$ cat src/rtl/naive_bus_pkg.sv
// ============================================================================
// naive_bus_pkg : shared bus widths and arbiter state encoding
// Revision      : 1.0
// ============================================================================
`default_nettype none

package naive_bus_pkg;

   localparam int BUS_AW  = 32;
   localparam int BUS_DW  = 32;
   localparam int BUS_BEW = 4;

   typedef enum logic [0:0] {
      ARB_IDLE = 1'b0,
      ARB_LOCK = 1'b1
   } arb_state_e;

endpackage

`default_nettype wire

$ cat src/rtl/naive_bus_rr_arbiter_rr_pick.sv
// ============================================================================
// rr_pick : first set request found scanning upward from a rotating pointer
// Revision: 1.0
// ============================================================================
`default_nettype none

module rr_pick
   import naive_bus_pkg::*;
#(
   parameter int N  = 3,
   parameter int PW = 2
) (
   input  logic [N-1:0]  req,
   input  logic [PW-1:0] ptr,
   output logic [PW-1:0] idx,
   output logic          valid
);

   // One spare bit so ptr+k can exceed N before being folded back.
   logic [PW:0] cand;

   always_comb begin
      idx   = '0;
      valid = 1'b0;
      cand  = '0;
      for (int k = 0; k < N; k++) begin
         cand = {1'b0, ptr} + (PW+1)'(k);
         if (cand >= (PW+1)'(N)) begin
            cand = cand - (PW+1)'(N);
         end
         if (!valid && req[cand[PW-1:0]]) begin
            valid = 1'b1;
            idx   = cand[PW-1:0];
         end
      end
   end

endmodule

`default_nettype wire

$ cat src/rtl/naive_bus_rr_arbiter.sv
// ============================================================================
// naive_bus_rr_arbiter : round-robin share of one naive_bus slave, with
//                        stall lock and registered read-data owner
// Revision             : 1.0
// ============================================================================
`default_nettype none

module naive_bus_rr_arbiter
   import naive_bus_pkg::*;
#(
   parameter int N_MASTERS = 3
) (
   input  logic                           clk,
   input  logic                           rst_n,
   input  logic [N_MASTERS-1:0]           m_rd_req,
   input  logic [N_MASTERS*BUS_AW-1:0]    m_rd_addr,
   output logic [N_MASTERS-1:0]           m_rd_gnt,
   output logic [N_MASTERS*BUS_DW-1:0]    m_rd_data,
   input  logic [N_MASTERS-1:0]           m_wr_req,
   input  logic [N_MASTERS*BUS_AW-1:0]    m_wr_addr,
   input  logic [N_MASTERS*BUS_BEW-1:0]   m_wr_byte_mask,
   input  logic [N_MASTERS*BUS_DW-1:0]    m_wr_data,
   output logic [N_MASTERS-1:0]           m_wr_gnt,
   output logic                           s_rd_req,
   output logic [BUS_AW-1:0]              s_rd_addr,
   input  logic                           s_rd_gnt,
   input  logic [BUS_DW-1:0]              s_rd_data,
   output logic                           s_wr_req,
   output logic [BUS_AW-1:0]              s_wr_addr,
   output logic [BUS_BEW-1:0]             s_wr_byte_mask,
   output logic [BUS_DW-1:0]              s_wr_data,
   input  logic                           s_wr_gnt
);

   localparam int PW = (N_MASTERS > 1) ? $clog2(N_MASTERS) : 1;

   arb_state_e          state_q, state_d;
   logic [PW-1:0]       ptr_q, ptr_d;
   logic [PW-1:0]       lock_idx_q, lock_idx_d;
   logic                lock_rd_q, lock_rd_d;
   logic                own_v_q, own_v_d;
   logic [PW-1:0]       own_idx_q, own_idx_d;

   logic [N_MASTERS-1:0] any_req;
   logic [PW-1:0]        pick_idx;
   logic                 pick_valid;
   logic [PW-1:0]        sel;
   logic [PW-1:0]        sel_inc;
   logic                 sel_v;
   logic                 pres_rd;
   logic                 rd_gnt;
   logic                 wr_gnt;

   logic [BUS_AW-1:0]    rd_addr_a [N_MASTERS];
   logic [BUS_AW-1:0]    wr_addr_a [N_MASTERS];
   logic [BUS_DW-1:0]    wr_data_a [N_MASTERS];
   logic [BUS_BEW-1:0]   wr_mask_a [N_MASTERS];

   assign any_req = m_rd_req | m_wr_req;

   rr_pick #(
      .N  (N_MASTERS),
      .PW (PW)
   ) u_rr_pick (
      .req   (any_req),
      .ptr   (ptr_q),
      .idx   (pick_idx),
      .valid (pick_valid)
   );

   // A locked master stays selected only while it holds the locked type;
   // nothing is presented while reset is asserted.
   always_comb begin
      sel     = pick_idx;
      pres_rd = m_rd_req[pick_idx];
      sel_v   = pick_valid;
      if (state_q == ARB_LOCK) begin
         sel     = lock_idx_q;
         pres_rd = lock_rd_q;
         sel_v   = lock_rd_q ? m_rd_req[lock_idx_q] : m_wr_req[lock_idx_q];
      end
      sel_v = sel_v & rst_n;
   end

   assign sel_inc        = (sel == PW'(N_MASTERS - 1)) ? '0 : sel + 1'b1;
   assign s_rd_req       = sel_v & pres_rd;
   assign s_wr_req       = sel_v & ~pres_rd;
   assign s_rd_addr      = s_rd_req ? rd_addr_a[sel] : '0;
   assign s_wr_addr      = s_wr_req ? wr_addr_a[sel] : '0;
   assign s_wr_data      = s_wr_req ? wr_data_a[sel] : '0;
   assign s_wr_byte_mask = s_wr_req ? wr_mask_a[sel] : '0;
   assign rd_gnt         = s_rd_req & s_rd_gnt;
   assign wr_gnt         = s_wr_req & s_wr_gnt;

   for (genvar i = 0; i < N_MASTERS; i++) begin : g_master
      assign rd_addr_a[i] = m_rd_addr[BUS_AW*i +: BUS_AW];
      assign wr_addr_a[i] = m_wr_addr[BUS_AW*i +: BUS_AW];
      assign wr_data_a[i] = m_wr_data[BUS_DW*i +: BUS_DW];
      assign wr_mask_a[i] = m_wr_byte_mask[BUS_BEW*i +: BUS_BEW];
      assign m_rd_gnt[i]  = rd_gnt & (sel == PW'(i));
      assign m_wr_gnt[i]  = wr_gnt & (sel == PW'(i));
      assign m_rd_data[BUS_DW*i +: BUS_DW] =
         (own_v_q && (own_idx_q == PW'(i))) ? s_rd_data : '0;
   end

   always_comb begin
      state_d    = state_q;
      ptr_d      = ptr_q;
      lock_idx_d = lock_idx_q;
      lock_rd_d  = lock_rd_q;
      own_v_d    = rd_gnt;
      own_idx_d  = rd_gnt ? sel : own_idx_q;
      case (state_q)
         ARB_IDLE: begin
            if (sel_v) begin
               if (rd_gnt || wr_gnt) begin
                  ptr_d = sel_inc;
               end else begin
                  lock_idx_d = sel;
                  lock_rd_d  = pres_rd;
                  state_d    = ARB_LOCK;
               end
            end
         end
         ARB_LOCK: begin
            if (!sel_v) begin
               state_d = ARB_IDLE;
            end else if (rd_gnt || wr_gnt) begin
               ptr_d   = sel_inc;
               state_d = ARB_IDLE;
            end
         end
         default: state_d = ARB_IDLE;
      endcase
   end

   always_ff @(posedge clk or negedge rst_n) begin
      if (!rst_n) begin
         state_q    <= ARB_IDLE;
         ptr_q      <= '0;
         lock_idx_q <= '0;
         lock_rd_q  <= 1'b0;
         own_v_q    <= 1'b0;
         own_idx_q  <= '0;
      end else begin
         state_q    <= state_d;
         ptr_q      <= ptr_d;
         lock_idx_q <= lock_idx_d;
         lock_rd_q  <= lock_rd_d;
         own_v_q    <= own_v_d;
         own_idx_q  <= own_idx_d;
      end
   end

endmodule

`default_nettype wire

$ cat config.mk
export PLATFORM = sky130hd
export DESIGN_NAME = naive_bus_rr_arbiter
export DESIGN_NICKNAME = d
export VERILOG_FILES = /design/src/rtl/naive_bus_pkg.sv /design/src/rtl/naive_bus_rr_arbiter_rr_pick.sv /design/src/rtl/naive_bus_rr_arbiter.sv
export SDC_FILE = /design/constraint.sdc
export NUM_CORES = 1
export LEC_CHECK = 0
export ABC_AREA = 1
export CAP_MARGIN = 20
export CORE_AREA = 2 2 209 211
export DETAILED_ROUTE_END_ITERATION = 10
export DIE_AREA = 0 0 211 213
export PLACE_DENSITY = 0.43
export SYNTH_ARGS = -nofsm -noshare
export SYNTH_HDL_FRONTEND = slang
export SYNTH_SLANG_ARGS = --single-unit
$ cat constraint.sdc
create_clock -name clk -period 2.93 [get_ports clk]
set_input_delay 0.586 -clock clk [delete_from_list [all_inputs] [get_ports clk]]
set_output_delay 0.586 -clock clk [all_outputs]
set_load 0.005 [all_outputs]
==> impl_metrics.py <==
metrics = {
    "critical_path": {
        "worstPathMaxFanout": 6,
        "worstSetupStartpointType": "flop",
        "arrival_ps": 2900,
        "criticalPathCategory": "reg2out",
        "critPathRequiredTime_ps": 2340,
        "reg2reg_slack_ps": 90,
        "cp-end-kind": "primary output",
    },
    "routing": {
        "post_drt_wl_per_cell_um": 19.86,
        "drc": 0,
        "drt_iter0_drc": 265,
        "dr.pass1.iters": 5,
        "wl_um": 38730,
        "drtAntennaViolNets": 0,
        "via_per_inst": 3.953,
        "vias": 7708,
    },
    "logic_synthesis": {
        "syn_area_mm2": 0.003361,
        "synth_nets": 1061,
        "synth.mux.area_fraction_pct": 0,
        "synth_seq_cells": 9,
        "synthAdderAreaFrac_pct": 1.117,
        "avgSynthCellArea_um2": 4.694,
        "yosys.area_share.simple_pct": 55.88,
        "synthXorXnorAreaFrac_pct": 0,
        "seq_area_frac_synth_pct": 6.701,
        "synth_top_family_by_area": "simple AND/OR/NAND/NOR gates",
        "ys_warn_count": 0,
        "yosysUniqueCellTypes": 25,
        "synth_compound_area_share_pct": 21.26,
        "synthCells": 716,
    },
    "clock_tree": {
        "clock_latency_ps": 240,
        "clock-root-buffer": "clkbuf_16",
        "cts.path.max_buffers": 2,
        "cts.sinks": 9,
        "htree_levels": 1,
        "cts_tree": "yes",
        "holdBufCountCts": 0,
        "cts_buffers": 3,
        "cts.clk_slew.worst_paths_ps": 40,
    },
    "timing": {
        "finalSetupViolations": 108,
        "rsz0062_at_grt": "yes",
        "whs_ps": 482.3,
        "fin_worst_skew_ps": 1.085,
        "fmax_mhz": 287.2,
        "worst_pin_slew_ps": 470.4,
        "drv_slew": 0,
        "hold_viol": 0,
        "maxSlewHeadroom_pct": 68.55,
        "finalCritPeriodShare_pct": 118.9,
        "min_period_ps": 3482,
        "fin_ws_ps": -552.5,
    },
    "finish": {
        "mostFrequentLayoutCell": "clkdlybuf4s50_1",
        "drive_above_1_share_pct": 37.54,
        "design_area_mm2": 0.01304,
        "area_growth_pct": 288.1,
        "fin_nets": 1747,
        "final_cell_mix": "clkdlybuf4s50_1 (431), nand2_1 (215), nor2_1 (99), buf_4 (90), buf_2 (86)",
        "num-fill-cells": 4622,
    },
    "global_route": {
        "grt_pass1_wl_um": 52320,
        "grt_max_degree": 33,
        "antenna_found_initial": 7,
        "grt_pass1_vias": 7916,
        "grt_usage_pct": 15.92,
        "grt_overflow_total": 0,
    },
    "outcome": {
        "failed_checks": "setup timing",
        "status": "finished with violations",
    },
    "place": {
        "place.gp.congestion": 0.9059,
        "io_buffers": 545,
        "dp_hpwl_um": 28390,
        "dp_slack_ps": -1257,
        "postPlaceCellArea_mm2": 0.01012,
    },
    "floorplan": {
        "die-area_mm2": 0.04494,
        "core_area_mm2": 0.04270,
        "start_util_pct": 7.871,
        "die_x_um": 211,
        "ioPinCount": 546,
        "dieHeight_um": 213,
        "rows": 76,
    },
    "power": {
        "p_leak_nw": 5.481,
        "peakVddDrop_uv": 576.7,
        "power_per_cell_area_mw_per_mm2": 1225,
    },
    "flow_run": {
        "max-cap-violations": 0,
    },
    "min_path": {
        "hold_class": "reg2reg",
    },
}
==> sequential cells by signal (all words and copies together), names as in the netlist <==
register / flops
lock_idx_q: 2
lock_rd_q: 1
own_idx_q: 2
own_v_q: 1
ptr_q: 2
state_q: 1
==> metal layers <==
| layer | GRT usage, % | part of all wire, % | up-vias |
|---|---|---|---|
| met5 | 0 | 0.14 | - |
| met4 | 5.367 | 3.4 | 8 |
| met3 | 4.898 | 8.5 | 52 |
| met2 | 29.00 | 50 | 408 |
| met1 | 17.47 | 38 | 3542 |
| li1 | - | - | 3698 |
==> kinds of logic after synthesis <==
group | count (synthesis)
flip-flops | 9
AND/OR/NAND/NOR | 480
buffers and inverters | 110
adder cells (fa/ha/maj) | 3
AO/OA/AOI/OAI | 114
==> synth_stat cells (all sizes together) <==
master	instances	area (um^2)
nand2	343	1303
nand3	24	135.1
a21oi	1	5.000
ha	3	37.54
clkbuf	15	60.06
a31oi	100	625.6
nand4	2	12.51
nor2	109	416.7
inv	58	217.7
buf	37	227.7
o21ai	13	83.83
nor3	1	5.000
dfrtp	9	225.2
nor4	1	6.260
==> area by class of cell <==
| cell class | instances | area [um^2] | share of cell area (%) |
|---|---|---|---|
| diodes | 3 | 7.507 | 0.05755 |
| clock buffers | 4 | 78.83 | 0.6043 |
| inverters | 58 | 250.2 | 1.918 |
| multi-input cells | 597 | 4108 | 31.49 |
| flip-flops and latches | 9 | 225.2 | 1.727 |
| well taps | 546 | 683.2 | 5.237 |
| repair buffers | 733 | 7691 | 58.96 |
==> worst paths after layout <==
kind / depth (start not counted) / endpoint / start
worst max-delay path: 21 / s_rd_addr[7] / ptr_q[1]
worst min-delay path: 2 / lock_idx_q[0] / lock_idx_q[0]
worst max register to register: 21 / lock_rd_q / ptr_q[0]
worst min register to register: 2 / lock_idx_q[0] / lock_idx_q[0]
max in group asynchronous: 2 / ptr_q[1] / rst_n
min in group asynchronous: 2 / own_v_q / rst_n
==> worst max-delay path: stages (launching register included) <==
cell and delay [ps]:
dfrtp_1 420, ha_4 330, inv_6 50, nand2_2 60, nand3_2 80, nand2_4 100, buf_6 110, nand3_4 70
nand3_4 90, nand2_4 70, nor2_4 80, nand2_2 70, nand3_4 100, nand2_4 90, inv_4 80, nand2_4 50
buf_12 130, buf_12 130, buf_8 130, a31oi_4 140, buf_6 130, buf_12 120
==> metrics by stage <==
stage	util, %	TNS (ps)	total power [mW]	instances
2_1_floorplan	-	0	3.640	716
3_3_place_gp	23.71	-114020	8.716	1843
3_5_place_dp	23.71	-114340	8.718	1843
4_1_cts	28.90	-47850	14.93	1931
5_1_grt	30.54	-60640	16.92	1949
6_report	30.55	-47130	15.98	1950
==> repair_timing <==
action | 4_1_cts | 5_1_grt
cloned | 27 | 3
pin swaps | 73 | 68
setup buffers | 69 | 17
endpoints found under the setup margin | 108 | 111
endpoints found under the hold margin | 0 | 0
gates resized for setup | 752 | 108
==> where the power goes <==
part | leakage [nW] | total (mW) | switching (mW) | internal (mW)
logic | 5.33 | 15.5 | 7.47 | 8.06
clock network | 0.0382 | 0.243 | 0.0612 | 0.182
registers | 0.117 | 0.209 | 0.0343 | 0.175
Note: power is estimated with default switching activity, not from simulation.
